==> src/rtl/line_write_merge_buffer_if.sv <==
// Write-request and line-drain channels of the store-coalescing buffer.
// The master side drives requests and accepts lines; the slave side is the buffer.
interface line_write_merge_buffer_if #(
  parameter int ADDR_W     = 16,
  parameter int WORD_BYTES = 2,
  parameter int LINE_BYTES = 16
);
  localparam int OFF_W = $clog2(LINE_BYTES);
  localparam int TAG_W = ADDR_W - OFF_W;

  logic                    wr_valid;
  logic                    wr_ready;
  logic [ADDR_W-1:0]       wr_addr;
  logic [8*WORD_BYTES-1:0] wr_data;
  logic [WORD_BYTES-1:0]   wr_be;
  logic                    out_valid;
  logic                    out_ready;
  logic [TAG_W-1:0]        out_tag;
  logic [8*LINE_BYTES-1:0] out_line;
  logic [LINE_BYTES-1:0]   out_mask;

  modport master (
    output wr_valid, wr_addr, wr_data, wr_be, out_ready,
    input  wr_ready, out_valid, out_tag, out_line, out_mask
  );

  modport slave (
    input  wr_valid, wr_addr, wr_data, wr_be, out_ready,
    output wr_ready, out_valid, out_tag, out_line, out_mask
  );
endinterface

==> src/rtl/line_write_merge_buffer.sv <==
// Store-coalescing buffer: merges byte-masked word writes into DEPTH line entries
// and drains whole lines in FIFO order when full or on flush.
module line_write_merge_buffer #(
  parameter int LINE_BYTES = 16,
  parameter int WORD_BYTES = 2,
  parameter int ADDR_W     = 16,
  parameter int DEPTH      = 2
) (
  input  logic                      clk,
  input  logic                      reset,
  line_write_merge_buffer_if.slave  bus,
  input  logic                      flush,
  output logic                      flush_done,
  output logic                      empty,
  output logic                      full
);
  localparam int WB_W   = $clog2(WORD_BYTES);
  localparam int OFF_W  = $clog2(LINE_BYTES);
  localparam int TAG_W  = ADDR_W - OFF_W;
  localparam int WSEL_W = OFF_W - WB_W;
  localparam int WORDS  = LINE_BYTES / WORD_BYTES;
  localparam int DATA_W = 8 * LINE_BYTES;
  localparam int PTR_W  = (DEPTH > 1) ? $clog2(DEPTH) : 1;
  localparam int CNT_W  = $clog2(DEPTH + 1);

  typedef enum logic [0:0] {
    IDLE  = 1'b0,
    DRAIN = 1'b1
  } state_t;

  logic [DEPTH-1:0]      valid_r;
  logic [TAG_W-1:0]      tag_r  [DEPTH];
  logic [DATA_W-1:0]     data_r [DEPTH];
  logic [LINE_BYTES-1:0] mask_r [DEPTH];
  logic [PTR_W-1:0]      head_r;
  logic [PTR_W-1:0]      tail_r;
  logic [CNT_W-1:0]      count_r;
  state_t                state_r;
  logic                  out_valid_r;
  logic [TAG_W-1:0]      out_tag_r;
  logic [DATA_W-1:0]     out_line_r;
  logic [LINE_BYTES-1:0] out_mask_r;
  logic                  flush_active_r;
  logic                  flush_done_r;

  logic [TAG_W-1:0]      wr_tag_s;
  logic [WSEL_W-1:0]     wr_wsel_s;
  logic [LINE_BYTES-1:0] line_be_s;
  logic [DATA_W-1:0]     line_data_s;
  logic [DEPTH-1:0]      hit_vec_s;
  logic                  hit_s;
  logic [PTR_W-1:0]      hit_idx_s;
  logic                  full_s;
  logic                  empty_s;
  logic                  wr_fire_s;
  logic                  merge_s;
  logic                  alloc_s;
  logic                  pop_s;
  logic                  start_s;
  logic                  head_merge_s;
  logic [DATA_W-1:0]     head_line_s;
  logic [LINE_BYTES-1:0] head_mask_s;

  function automatic logic [PTR_W-1:0] ptr_inc(input logic [PTR_W-1:0] p);
    return (p == PTR_W'(DEPTH - 1)) ? {PTR_W{1'b0}} : p + PTR_W'(1);
  endfunction

  function automatic logic [PTR_W-1:0] vec_to_idx(input logic [DEPTH-1:0] v);
    logic [PTR_W-1:0] r;
    r = {PTR_W{1'b0}};
    for (int i = 0; i < DEPTH; i++) begin
      r = r | (v[i] ? PTR_W'(i) : {PTR_W{1'b0}});
    end
    return r;
  endfunction

  function automatic logic [DATA_W-1:0] merge_line(input logic [DATA_W-1:0]     old,
                                                   input logic [DATA_W-1:0]     nw,
                                                   input logic [LINE_BYTES-1:0] be);
    logic [DATA_W-1:0] r;
    r = old;
    for (int k = 0; k < LINE_BYTES; k++) begin
      if (be[k]) begin
        r[8*k +: 8] = nw[8*k +: 8];
      end else begin
        r[8*k +: 8] = old[8*k +: 8];
      end
    end
    return r;
  endfunction

  assign wr_tag_s  = bus.wr_addr[ADDR_W-1:OFF_W];
  assign wr_wsel_s = bus.wr_addr[OFF_W-1:WB_W];

  generate
    if (WB_W > 0) begin : g_unused_lsb
      logic unused_addr_lsb_s;
      assign unused_addr_lsb_s = ^bus.wr_addr[WB_W-1:0];
    end
  endgenerate

  // Spread the incoming word and its byte enables onto line byte positions.
  always_comb begin
    line_be_s   = {LINE_BYTES{1'b0}};
    line_data_s = {DATA_W{1'b0}};
    for (int w = 0; w < WORDS; w++) begin
      for (int i = 0; i < WORD_BYTES; i++) begin
        line_be_s[w*WORD_BYTES + i]         = (wr_wsel_s == WSEL_W'(w)) & bus.wr_be[i];
        line_data_s[8*(w*WORD_BYTES+i) +: 8] = bus.wr_data[8*i +: 8];
      end
    end
  end

  // Tag match; the presented head is excluded so its outgoing copy stays frozen.
  always_comb begin
    hit_vec_s = {DEPTH{1'b0}};
    for (int i = 0; i < DEPTH; i++) begin
      hit_vec_s[i] = valid_r[i] & (tag_r[i] == wr_tag_s) &
                     ~(out_valid_r & (head_r == PTR_W'(i)));
    end
  end

  assign hit_s     = |hit_vec_s;
  assign hit_idx_s = vec_to_idx(hit_vec_s);
  assign full_s    = (count_r == CNT_W'(DEPTH));
  assign empty_s   = (count_r == {CNT_W{1'b0}});

  assign bus.wr_ready = ~flush_active_r & (hit_s | ~full_s);
  assign wr_fire_s    = bus.wr_valid & bus.wr_ready & (|bus.wr_be);
  assign merge_s      = wr_fire_s & hit_s;
  assign alloc_s      = wr_fire_s & ~hit_s;
  assign pop_s        = out_valid_r & bus.out_ready;
  assign start_s      = (state_r == IDLE) & (full_s | flush_active_r) & ~empty_s;

  // A merge into the head in the cycle it is latched must reach the outgoing copy.
  assign head_merge_s = merge_s & (hit_idx_s == head_r);
  assign head_line_s  = head_merge_s ? merge_line(data_r[head_r], line_data_s, line_be_s)
                                     : data_r[head_r];
  assign head_mask_s  = head_merge_s ? (mask_r[head_r] | line_be_s) : mask_r[head_r];

  // Entry storage: allocate at tail, merge on hit, invalidate head on pop.
  always_ff @(posedge clk) begin
    if (reset) begin
      valid_r <= {DEPTH{1'b0}};
      for (int i = 0; i < DEPTH; i++) begin
        tag_r[i]  <= {TAG_W{1'b0}};
        data_r[i] <= {DATA_W{1'b0}};
        mask_r[i] <= {LINE_BYTES{1'b0}};
      end
    end else begin
      for (int i = 0; i < DEPTH; i++) begin
        if (alloc_s && (tail_r == PTR_W'(i))) begin
          valid_r[i] <= 1'b1;
          tag_r[i]   <= wr_tag_s;
          data_r[i]  <= merge_line({DATA_W{1'b0}}, line_data_s, line_be_s);
          mask_r[i]  <= line_be_s;
        end else if (merge_s && (hit_idx_s == PTR_W'(i))) begin
          data_r[i]  <= merge_line(data_r[i], line_data_s, line_be_s);
          mask_r[i]  <= mask_r[i] | line_be_s;
        end else if (pop_s && (head_r == PTR_W'(i))) begin
          valid_r[i] <= 1'b0;
          mask_r[i]  <= {LINE_BYTES{1'b0}};
        end else begin
          valid_r[i] <= valid_r[i];
        end
      end
    end
  end

  // FIFO pointers and occupancy.
  always_ff @(posedge clk) begin
    if (reset) begin
      head_r  <= {PTR_W{1'b0}};
      tail_r  <= {PTR_W{1'b0}};
      count_r <= {CNT_W{1'b0}};
    end else begin
      if (alloc_s) begin
        tail_r <= ptr_inc(tail_r);
      end
      if (pop_s) begin
        head_r <= ptr_inc(head_r);
      end
      case ({alloc_s, pop_s})
        2'b10:   count_r <= count_r + CNT_W'(1);
        2'b01:   count_r <= count_r - CNT_W'(1);
        default: count_r <= count_r;
      endcase
    end
  end

  // Drain FSM; returning to IDLE after each pop forces the one-cycle bubble.
  always_ff @(posedge clk) begin
    if (reset) begin
      state_r     <= IDLE;
      out_valid_r <= 1'b0;
      out_tag_r   <= {TAG_W{1'b0}};
      out_line_r  <= {DATA_W{1'b0}};
      out_mask_r  <= {LINE_BYTES{1'b0}};
    end else begin
      case (state_r)
        IDLE: begin
          if (start_s) begin
            state_r     <= DRAIN;
            out_valid_r <= 1'b1;
            out_tag_r   <= tag_r[head_r];
            out_line_r  <= head_line_s;
            out_mask_r  <= head_mask_s;
          end
        end
        DRAIN: begin
          if (bus.out_ready) begin
            state_r     <= IDLE;
            out_valid_r <= 1'b0;
          end
        end
        default: begin
          state_r     <= IDLE;
          out_valid_r <= 1'b0;
        end
      endcase
    end
  end

  // Flush tracking; a flush on an empty buffer with no write landing finishes at once.
  always_ff @(posedge clk) begin
    if (reset) begin
      flush_active_r <= 1'b0;
      flush_done_r   <= 1'b0;
    end else if (flush_active_r) begin
      flush_active_r <= ~empty_s;
      flush_done_r   <= empty_s;
    end else if (flush) begin
      flush_active_r <= ~(empty_s & ~alloc_s);
      flush_done_r   <= empty_s & ~alloc_s;
    end else begin
      flush_done_r   <= 1'b0;
    end
  end

  assign bus.out_valid = out_valid_r;
  assign bus.out_tag   = out_tag_r;
  assign bus.out_line  = out_line_r;
  assign bus.out_mask  = out_mask_r;
  assign flush_done    = flush_done_r;
  assign empty         = empty_s;
  assign full          = full_s;
endmodule

==> src/flat_wrapper.sv <==
// flat-port wrapper written by rule: the top's interface ports become plain ports
module line_write_merge_buffer_flat 
#(
  parameter int LINE_BYTES = 16,
  parameter int WORD_BYTES = 2,
  parameter int ADDR_W     = 16,
  parameter int DEPTH      = 2
)
  (clk, reset, flush, flush_done, empty, full, bus_wr_valid, bus_wr_addr, bus_wr_data, bus_wr_be, bus_out_ready, bus_wr_ready, bus_out_valid, bus_out_tag, bus_out_line, bus_out_mask);
  line_write_merge_buffer_if #(.ADDR_W(ADDR_W), .WORD_BYTES(WORD_BYTES), .LINE_BYTES(LINE_BYTES)) bus_i ();
  input  logic clk;
  input  logic reset;
  input  logic flush;
  output logic flush_done;
  output logic empty;
  output logic full;
  input wire logic [$bits(bus_i.wr_valid)-1:0] bus_wr_valid;
  input wire logic [$bits(bus_i.wr_addr)-1:0] bus_wr_addr;
  input wire logic [$bits(bus_i.wr_data)-1:0] bus_wr_data;
  input wire logic [$bits(bus_i.wr_be)-1:0] bus_wr_be;
  input wire logic [$bits(bus_i.out_ready)-1:0] bus_out_ready;
  output wire logic [$bits(bus_i.wr_ready)-1:0] bus_wr_ready;
  output wire logic [$bits(bus_i.out_valid)-1:0] bus_out_valid;
  output wire logic [$bits(bus_i.out_tag)-1:0] bus_out_tag;
  output wire logic [$bits(bus_i.out_line)-1:0] bus_out_line;
  output wire logic [$bits(bus_i.out_mask)-1:0] bus_out_mask;
  assign bus_i.wr_valid = bus_wr_valid;
  assign bus_i.wr_addr = bus_wr_addr;
  assign bus_i.wr_data = bus_wr_data;
  assign bus_i.wr_be = bus_wr_be;
  assign bus_i.out_ready = bus_out_ready;
  assign bus_wr_ready = bus_i.wr_ready;
  assign bus_out_valid = bus_i.out_valid;
  assign bus_out_tag = bus_i.out_tag;
  assign bus_out_line = bus_i.out_line;
  assign bus_out_mask = bus_i.out_mask;
  line_write_merge_buffer #(.LINE_BYTES(LINE_BYTES), .WORD_BYTES(WORD_BYTES), .ADDR_W(ADDR_W), .DEPTH(DEPTH)) u_core (.clk(clk), .reset(reset), .bus(bus_i), .flush(flush), .flush_done(flush_done), .empty(empty), .full(full));
endmodule
==> config.mk <==
export PLATFORM = sky130hd
export DESIGN_NAME = line_write_merge_buffer_flat
export DESIGN_NICKNAME = d
export VERILOG_FILES = /design/src/rtl/line_write_merge_buffer_if.sv /design/src/rtl/line_write_merge_buffer.sv /design/src/flat_wrapper.sv
export SDC_FILE = /design/constraint.sdc
export NUM_CORES = 1
export LEC_CHECK = 0
export CAP_MARGIN = 10
export CORE_ASPECT_RATIO = 0.6
export CORE_MARGIN = 2
export CORE_UTILIZATION = 52
export CTS_BUF_LIST = sky130_fd_sc_hd__clkbuf_8 sky130_fd_sc_hd__clkbuf_16
export CTS_CLUSTER_DIAMETER = 80
export CTS_CLUSTER_SIZE = 10
export DETAILED_ROUTE_END_ITERATION = 10
export PLACE_DENSITY = 0.76
export SLEW_MARGIN = 15
export SYNTH_ARGS = -nofsm -noshare
export SYNTH_HDL_FRONTEND = slang
export SYNTH_SLANG_ARGS = --single-unit
export TNS_END_PERCENT = 1
==> constraint.sdc <==
create_clock -name clk -period 3.1 [get_ports clk]
set_clock_uncertainty 0.05 [all_clocks]
set_input_delay 0.31 -clock clk [delete_from_list [all_inputs] [get_ports clk]]
set_output_delay 0.31 -clock clk [all_outputs]
set_load 0.01 [all_outputs]
==> results.toml, run 1 <==
[min_path]
hold_depth = 2
hold_path_class = "reg -> reg"
hp-start = "u_core.valid_r[1]"
hold_end = "u_core.valid_r[1]"

[synth]
syn_inst = 1820
yosys.area.top_type = "edfxtp_1"
syn_area_sq_um = 20800
synth_area_per_cell_sq_um = 11.5
synthTopCellsByCount = "nor2_1, edfxtp_1, dfxtp_1, mux2i_1, o21ai_0"
synth_area_leaders = "edfxtp_1, dfxtp_1, mux2i_1"
synth_top_area_share = 0.449
ys_warn_count = 0
synth_most_common_cell = "nor2_1"
synth_edf_count = 312
synthArstFlopShare = 0
ys_ff_latch = 479
ys_seq_area_frac = 0.610
ys.flop_type = "edfxtp_1"
synthDistinctLibCells = 58
syn_nets = 1862

[drt]
antenna_left = 0
route.detailed.wl_per_inst_microns = 23.0
vias = 16400
viasPerCell = 6.05
drtPass1Iterations = 5
drc = 0
drtIter0Drc = 1918
wl_microns = 62400

[floorplan]
die_area_sq_um = 41800
io_pins = 200
coreArea_sq_um = 39300
fp.dieH_microns = 159
die_w_microns = 263
floorplan.initialDensity = 0.530
rows = 56

[sta]
rsz0062_at_grt = "no"
worst_pin_slew_ns = 1.33
hold_violations = 0
report.final.slew_viol_count = 0
setup-violations-final = 0
finalCritPeriodShare = 0.961
period_minus_slack_ns = 2.98
max-slew-margin-rel = 0.113
timing.hold.ws_ns = 0.450
setup_tns_ns = 0
fmax_ghz = 0.336

[worst_setup_path]
crit_chain = "xor2_1, or3_1, nor4_4, nor2_2, a21oi_2, dlygate4sd2_1"
timing.rr.end = "u_core.data_r[0][61]"
crit_required_ns = 2.74
r2r_slack_ns = 0.22
startpoint_type = "flip-flop"
reg2reg_depth = 9
r2r-start = "u_core.tag_r[0][4]"
arrival_ns = 2.62
critPathKind = "reg -> out"
cp-end-kind = "primary output"
max_stage_delay_ns = 0.43
slowest_stage = "or3_1"
cp_max_fo = 5

[placement]
dpl.hpwl_microns = 43500
dp.cells = 2611
routabilityCongestion = 0.908
io_buffer_count = 198

[global_routing]
overflow = 0
grt_pass1_wl_microns = 94000
grt_use_total = 0.292
grt_max_degree = 95
grt_pass1_vias = 15700
antenna_found_initial = 3

[clocking]
cts_hold_buf = 0
cts.sinks = 479
cts_tree = "done"
cts-root-buf = "clkbuf_16"
clk_pin_slew_ns = 0.06
cts.path.max_buffers = 3
clock_latency_ns = 0.59
cts_buffers = 53
htreeDepth = 2

[finish]
synthToLayoutAreaGrowth_pct = 25.8
drive_gt1_frac = 0.152
fillers = 2831
finalNonFillerCells = 2714
fin_nets = 2188

[power_and_ir_drop]
pwr-share-clk = 0.344
power_frac_seq = 0.478
swShare = 0.271
switchingPower_w = 0.00442
vdd_drop_max_uv = 452
p_int_w = 0.0119
power_density_nw_per_um2 = 623
leakagePower_nw = 9.75
pwr-share-comb = 0.178

[status]
status = "finished, final reports clean"

[job]
cap_violations = 0
per-layer routing:
metal	part of all wire	wire length, microns	global-route usage	vias to the layer above
li1	-	-	-	7356
met1	0.43	26900	0.436	8096
met2	0.43	27100	0.428	849
met3	0.11	6760	0.0628	108
met4	0.026	1620	0.0854	0
met5	0	0	0	-
cell type report:
cell class / instances / area [sq um] / share of cell area
repair buffers: 408 / 3830 / 0.146
clock inverters: 43 / 166 / 0.00635
well taps: 522 / 653 / 0.0249
multi-input cells: 1198 / 7450 / 0.284
flip-flops and latches: 479 / 12700 / 0.485
clock buffers: 55 / 1380 / 0.0525
inverters: 6 / 23.8 / 0.000907
diodes: 3 / 7.51 / 0.000286
state kept, by name, summed over array words and instances (netlist names), named ones only:
name,cells
u_core.tag_r,24
u_core.data_r,256
u_core.valid_r,2
u_core.bus.out_valid,1
u_core.head_r,1
u_core.state_r,1
u_core.mask_r,32
u_core.bus.out_tag,12
u_core.flush_active_r,1
u_core.count_r,2
u_core.bus.out_line,128
u_core.bus.out_mask,16
u_core.tail_r,1
u_core.flush_done,1
worst max-delay path, delay by kind of cell, from the launching register on:
family / cells / cell delay (ns)
buffers and inverters: 1 / 0.29
flip-flops: 1 / 0.41
XOR/XNOR: 1 / 0.20
AND/OR/NAND/NOR: 3 / 0.93
AO/OA/AOI/OAI: 1 / 0.20
per-stage QoR:
stage,instance area (sq um),total power (W),setup slack [ns],util
final,26200,0.0163,0.122,0.667
after global routing,26200,0.0169,0.0687,0.667
after CTS,26200,0.0163,0.130,0.667
after detailed placement,24600,0.0108,-0.217,0.627
after global placement,24600,0.0107,-0.253,0.627
after floorplan,20900,0.00931,0.0440,-
worst max path at each step:
stage / from / to / cells after the start
finish: u_core.tag_r[0][4] / bus_wr_ready / 6
global route: u_core.tag_r[1][2] / bus_wr_ready / 8
CTS: u_core.tag_r[0][4] / bus_wr_ready / 6
detailed placement: bus_wr_addr[13] / u_core.data_r[0][107] / 12
global placement: bus_wr_addr[12] / u_core.data_r[0][61] / 13
floorplan: u_core.tag_r[1][2] / u_core.mask_r[1][0] / 9
kinds of logic (layout without fill, tap and decap cells):
kind of cell,Yosys count,count (layout),share of synthesized area
XOR/XNOR,28,28,0.0118
buffers and inverters,143,512,0.0347
AND/OR/NAND/NOR,675,675,0.149
adder cells (fa/ha/maj),3,3,0.00180
flip-flops,479,479,0.610
multiplexers,156,156,0.0749
AO/OA/AOI/OAI,336,336,0.118
other,0,3,0
power by group through the flow:
stage               clock network [W]  registers (W)  logic (W)
floorplan                           0        0.00796    0.00135
global placement                    0        0.00790    0.00279
detailed placement                  0        0.00793    0.00285
CTS                           0.00564        0.00781    0.00288
global route                  0.00590        0.00787    0.00308
finish                        0.00561        0.00781    0.00290
what timing repair did:
item,CTS,global route
buffers inserted,2,0
setup endpoints to repair,1,0
resized for setup,4,0
layout by cell type (no fill, tap or decap), types with 12 or more instances in the layout:
cell type | synthesis | final
a211oi_2 | 26 | 26
and2_1 | 13 | 13
o21ai_0 | 106 | 106
buf_4 | 9 | 188
edfxtp_1 | 312 | 312
xnor2_1 | 19 | 18
a211oi_1 | 57 | 57
mux2i_1 | 156 | 156
clkbuf_16 | 0 | 55
a21oi_1 | 41 | 39
dfxtp_1 | 167 | 166
nand3_1 | 26 | 26
nand2b_1 | 12 | 12
nor2_1 | 375 | 375
inv_1 | 6 | 47
nor3_1 | 13 | 13
nor4_1 | 66 | 65
clkdlybuf4s50_1 | 0 | 196
nand2_1 | 69 | 69
a211o_1 | 64 | 64
buf_12 | 1 | 22
and3_1 | 65 | 65
Power figures use the tool's default switching activity.
==> inputs of run 2 (changes only) <==
--- a/config.mk
+++ b/config.mk
@@ -10,7 +10,6 @@
 export CORE_MARGIN = 2
 export CORE_UTILIZATION = 52
 export CTS_BUF_LIST = sky130_fd_sc_hd__clkbuf_8 sky130_fd_sc_hd__clkbuf_16
-export CTS_CLUSTER_DIAMETER = 80
 export CTS_CLUSTER_SIZE = 10
 export DETAILED_ROUTE_END_ITERATION = 10
 export PLACE_DENSITY = 0.76
==> results.toml, run 2 (synthesis gave the netlist of run 1 again) <==
[power_and_ir_drop]
pwr-share-comb = 0.179
power_density_nw_per_um2 = 619
p_int_w = 0.0118
swShare = 0.272
power_frac_seq = 0.482
power_w = 0.0162
leakagePower_nw = 9.73
vdd_drop_max_uv = 447
switchingPower_w = 0.00441
pwr-share-clk = 0.339

[global_routing]
overflow = 0
grt_pass1_vias = 15800
grt_max_degree = 95
grt_use_total = 0.292
grt_pass1_wl_microns = 94000
antenna_found_initial = 3

[drt]
vias = 16400
antenna_left = 0
viasPerCell = 6.04
drtIter0Drc = 2028
top_layer_used = "met4"
wl_microns = 62300
drtPass1Iterations = 6
route.detailed.wl_per_inst_microns = 23.0
dr_wl_met2_microns = 26900
wl_met1_microns = 26500
met3_length_microns = 7250
drc = 0

[clocking]
cts.path.max_buffers = 3
htreeDepth = 2
cts_buffers = 53
cts_tree = "done"
clock_latency_ns = 0.57
cts-root-buf = "clkbuf_16"
cts.sinks = 479
clk_pin_slew_ns = 0.06
cts_hold_buf = 0

[sta]
setup-violations-final = 0
finalCritPeriodShare = 0.950
period_minus_slack_ns = 2.95
worst_pin_slew_ns = 1.26
rsz0062_at_grt = "no"
report.final.slew_viol_count = 0
hold_violations = 0
max-slew-margin-rel = 0.160
fmax_ghz = 0.340

[floorplan]
die_w_microns = 263
fp.dieH_microns = 159
floorplan.initialDensity = 0.530
rows = 56
io_pins = 200
die_area_sq_um = 41800
coreArea_sq_um = 39300

[min_path]
hp-start = "u_core.valid_r[1]"
hold_end = "u_core.valid_r[1]"
hold_depth = 2
hold_path_class = "reg -> reg"

[finish]
drive_gt1_frac = 0.151
synthToLayoutAreaGrowth_pct = 25.5
regMostFlops = "u_core.data_r"
fillers = 2833
largest_reg_flops = 256
finalInstanceArea_sq_um = 26200
multi_input_area_sq_um = 7460
fin_nets = 2188
layout_commonest_cell = "nor2_1"
seqCellArea_sq_um = 12700
layout_common_cells = "nor2_1, edfxtp_1, clkdlybuf4s50_1"

[placement]
routabilityCongestion = 0.908
dpl_cell_area_sq_um = 24600
io_buffer_count = 198
dpl.hpwl_microns = 43500

[worst_setup_path]
max_stage_delay_ns = 0.43
crit_chain = "xor2_1, or3_1, nor4_4, nor2_2, a21oi_2, dlygate4sd2_1"
reg2reg_depth = 11
r2r_slack_ns = 0.23
cp-startpoint = "u_core.tag_r[0][4]"
r2r-start = "u_core.tag_r[0][4]"
crit_required_ns = 2.74
startpoint_type = "flip-flop"
timing.rr.end = "u_core.data_r[0][51]"
critPathKind = "reg -> out"
cp-end-kind = "primary output"
arrival_ns = 2.59
cp_max_fo = 5
slowest_stage = "or3_1"

[status]
status = "finished, final reports clean"

[job]
cap_violations = 0
[run 2: power by group through the flow]
| stage | combinational [W] | sequential, W | clock (W) |
|---|---|---|---|
| finish | 0.00290 | 0.00781 | 0.00549 |
| global route | 0.00307 | 0.00787 | 0.00579 |
| CTS | 0.00287 | 0.00781 | 0.00552 |
| detailed placement | 0.00285 | 0.00793 | 0 |
| global placement | 0.00279 | 0.00790 | 0 |
| floorplan | 0.00135 | 0.00796 | 0 |
[run 2: worst max-delay path, delay by kind of cell (launching register included)]
family	cells	cell delay (ns)
buf+inv	1	0.29
compound gates	1	0.19
xor+xnor	1	0.20
flops	1	0.41
simple gates	3	0.93
[run 2: repair_timing]
action                                  in CTS  in global routing
endpoints found under the setup margin       1                  0
gates resized for setup                      5                  0
buffers inserted                             2                  0
[run 2: worst max-delay path by stage]
stage	end	slack, ns
finish	bus_wr_ready	0.15
global route	bus_wr_ready	0.07
CTS	bus_wr_ready	0.13
detailed placement	u_core.data_r[0][107]	-0.22
global placement	u_core.data_r[0][61]	-0.25
floorplan	u_core.mask_r[1][0]	0.04
[run 2: through the flow]
stage | std cells | hold slack (ns) | TNS (ns) | utilization | setup slack [ns]
finish | 2712 | 0.440 | 0 | 0.666 | 0.155
global route | 2712 | 0.459 | 0 | 0.666 | 0.0718
CTS | 2710 | 0.438 | 0 | 0.666 | 0.135
detailed placement | 2611 | 0.419 | -54.04 | 0.627 | -0.217
global placement | 2611 | 0.413 | -53.00 | 0.627 | -0.253
floorplan | 1820 | 0.382 | 0 | - | 0.0440
[run 2: final cells by class]
type | count | share of cell area
clock buffers | 53 | 0.0507
flip-flops and latches | 479 | 0.486
inverters | 6 | 0.000908
repair buffers | 408 | 0.146
clock inverters | 44 | 0.00631
diodes | 2 | 0.000191
well taps | 522 | 0.0250
multi-input cells | 1198 | 0.285
[run 2: per-layer routing]
layer  track usage  vias up
met5             0        -
met4        0.0878        0
met3        0.0571      141
met2         0.429      922
met1         0.438     7965
li1              -     7343
==> variant: new RTL, settings of run 2 <==
`ADDR_W` is set to 16 in 3 places; all go to 17.
--- a/src/rtl/line_write_merge_buffer_if.sv
+++ b/src/rtl/line_write_merge_buffer_if.sv
@@ -3,3 +3,3 @@
 interface line_write_merge_buffer_if #(
-  parameter int ADDR_W     = 16,
+  parameter int ADDR_W     = 17,
   parameter int WORD_BYTES = 2,
--- a/src/rtl/line_write_merge_buffer.sv
+++ b/src/rtl/line_write_merge_buffer.sv
@@ -5,3 +5,3 @@
   parameter int WORD_BYTES = 2,
-  parameter int ADDR_W     = 16,
+  parameter int ADDR_W     = 17,
   parameter int DEPTH      = 2
--- a/src/flat_wrapper.sv
+++ b/src/flat_wrapper.sv
@@ -5,3 +5,3 @@
   parameter int WORD_BYTES = 2,
-  parameter int ADDR_W     = 16,
+  parameter int ADDR_W     = 17,
   parameter int DEPTH      = 2
Interface: changed (resized bus_out_tag and bus_wr_addr); port bits go from 200 to 202. The function was not compared with the original's and may differ.
==> variant against run 2 <==
Setup slack worse by 7.7 ps. Sequential cell count up 3. Routed wire length up 25%. First-iteration DRC count up 43%. Area after synthesis up 14%. Sequential share of layout area down 4.9 points. Design area up 12%. Global-route usage up 3.1 points. Register-to-register slack worse by 80 ps. Power up 1.8%.
==> variant: results (changes against run 2) <==
Parameter                              Value

Run status
  Result of the run ... finished, final reports clean

Finish
  Share of post-route cells with drive strength above 1 ... 0.204 (+0.0525)
  Largest register FFs ... 256 (unchanged)
  Final net count ... 2303 (+5.3%)
  Count of filler cells inserted in the layout ... 3361 (+19%)
  Largest register by flop count ... u_core.data_r

GRT
  Global-route usage over all layers ... 0.322 (+0.0305)
  Maximum number of pins on one net before global-route repair ... 170 (+79%)
  Number of global-route vias before repair ... 17800 (+13%)
  Antenna violations before repair ... 4 (+1)
  Global-route wire length before repair ... 115 mm (+22%)

Clock network
  Num CTS Buffers ... 54 (+1.9%)
  Clock edge transition at the registers on the reported setup and hold paths ... 60 ps (about the same)
  Worst-case clock buffer depth ... 3 (unchanged)
  Total number of H-tree levels ... 2 (unchanged)
  Buffer cell driving the clock tree root ... sky130_fd_sc_hd__clkbuf_16
  Clock network latency to the later pin of the worst-skew pair ... 600 ps (+30 ps)

Placed design
  Estimated wirelength of the detail-placed design ... 52.4 mm (+20%)
  Worst setup slack after placement ... -168 ps (+49.0 ps)
  Placed cell area ... 27700 um^2 (+12%)
  Count of buffers inserted at the top-level ports ... 200 (+1.0%)
  Placer Congestion ... 0.930 (+2.4%)

STA
  Final hold violation count ... 0 (unchanged)
  Rel. slew slack ... 0.355 (+0.196)

Synthesis
  Top area cells in the synthesized netlist ... sky130_fd_sc_hd__edfxtp_1 (40%), sky130_fd_sc_hd__dfxtp_1 (14%), sky130_fd_sc_hd__o211ai_1 (8.1%), sky130_fd_sc_hd__nor3b_2 (6.3%), sky130_fd_sc_hd__mux2i_1 (5.9%)
  Top cells by instance count after synthesis ... sky130_fd_sc_hd__edfxtp_1 (314), sky130_fd_sc_hd__o211ai_1 (256), sky130_fd_sc_hd__dfxtp_1 (168)
  Share of flip-flops with an asynchronous set or reset after synthesis ... 0 (unchanged)
  Synth Net Count ... 2024 (+8.7%)
  Count of different cell masters after synthesis ... 58 (unchanged)
  Yosys warnings ... 0 (unchanged)
  Share of synthesized area occupied by flip-flops and latches ... 0.536 (-0.0737)
  Count of flip-flops with a built-in enable after synthesis ... 314 (+0.64%)
  Top_reg_cell synth ... sky130_fd_sc_hd__edfxtp_1

Power
  Worst voltage drop across the vdd grid ... 0.450 mV (+0.56%)
  Static Leak ... 9.60 nW (-1.4%)

Worst setup path
  Largest fanout of any net on the critical path ... 4 (-1)
  Critical path data arrival time ... 2590 ps (about the same)

Detailed routing
  Iteration-0 DRC Markers ... 2908 (+43%)
  Via density per instance ... 6.50 (+7.6%)
  Drt first pass iters ... 8 (+2)
  Total routed wirelength ... 78.1 mm (+25%)

Hold path
  Worst min-delay path category ... in2reg

Run
  Max-capacitance violation count ... 0 (unchanged)
## variant: metal layers
metal / vias up / track usage / wire, um
li1: 8171 / - / -
met1: 9305 / 0.457 / 31400
met2: 1189 / 0.481 / 33800
met3: 166 / 0.0896 / 10300
met4: 0 / 0.0979 / 2500
met5: - / 0 / 0
## variant: critical path: stages, from the launching register on
cell                            delay [ps]
sky130_fd_sc_hd__edfxtp_1              400
sky130_fd_sc_hd__xnor2_1               240
sky130_fd_sc_hd__nand4_1               170
sky130_fd_sc_hd__or4_4                 560
sky130_fd_sc_hd__buf_4                 180
sky130_fd_sc_hd__a31oi_1               160
sky130_fd_sc_hd__dlygate4sd2_1         300
## variant: path summary, 6_finish.rpt
path / startpoint / end / slack [ps] / cells after the start
max: u_core.tag_r[1][12]$_DFFE_PP_ / bus_wr_ready / 150 / 6
min: flush / u_core.flush_active_r$_SDFF_PP0_ / 350 / 3
max reg2reg: u_core.tag_r[1][1]$_DFFE_PP_ / u_core.bus.out_line[8]$_SDFFE_PP0P_ / 150 / 11
min reg2reg: u_core.valid_r[0]$_SDFFE_PP0P_ / u_core.valid_r[0]$_SDFFE_PP0P_ / 450 / 2
## variant: final cells by class
class / instances / area share
Multi-Input combinational cell: 1296 / 0.342
Antenna cell: 4 / 0.000342
Timing Repair Buffer: 418 / 0.140
Sequential cell: 482 / 0.437
Clock inverter: 44 / 0.00564
Inverter: 8 / 0.00102
Clock buffer: 58 / 0.0495
Tap cell: 589 / 0.0252
## variant: power by group
group / switching, W / internal (W) / total [W]
clock: 0.00257 / 0.00332 / 0.00588
combinational: 0.00167 / 0.00122 / 0.00289
sequential: 0.000308 / 0.00741 / 0.00772
total: 0.00455 / 0.0119 / 0.0165
## variant: cells by family after synthesis
logic type / after synthesis / share of synthesized area
AND/OR/NAND/NOR: 718 / 0.217
multiplexers: 158 / 0.0676
buffers and inverters: 203 / 0.0464
adder cells (fa/ha/maj): 3 / 0.00157
flip-flops: 482 / 0.536
XOR/XNOR: 29 / 0.0106
AO/OA/AOI/OAI: 388 / 0.121
## variant: through the flow
stage | cells | util
after floorplan | 1981 | -
after global placement | 2791 | 0.614
after detailed placement | 2791 | 0.614
after CTS | 2895 | 0.650
after global routing | 2897 | 0.650
final | 2899 | 0.651
## variant: repair_timing
item | in CTS | in global routing
gates resized for setup | 1 | 0
setup endpoints to repair | 1 | 0
hold buffers | 1 | 0
setup buffers | 1 | 0
endpoints found under the hold margin | 3 | 0
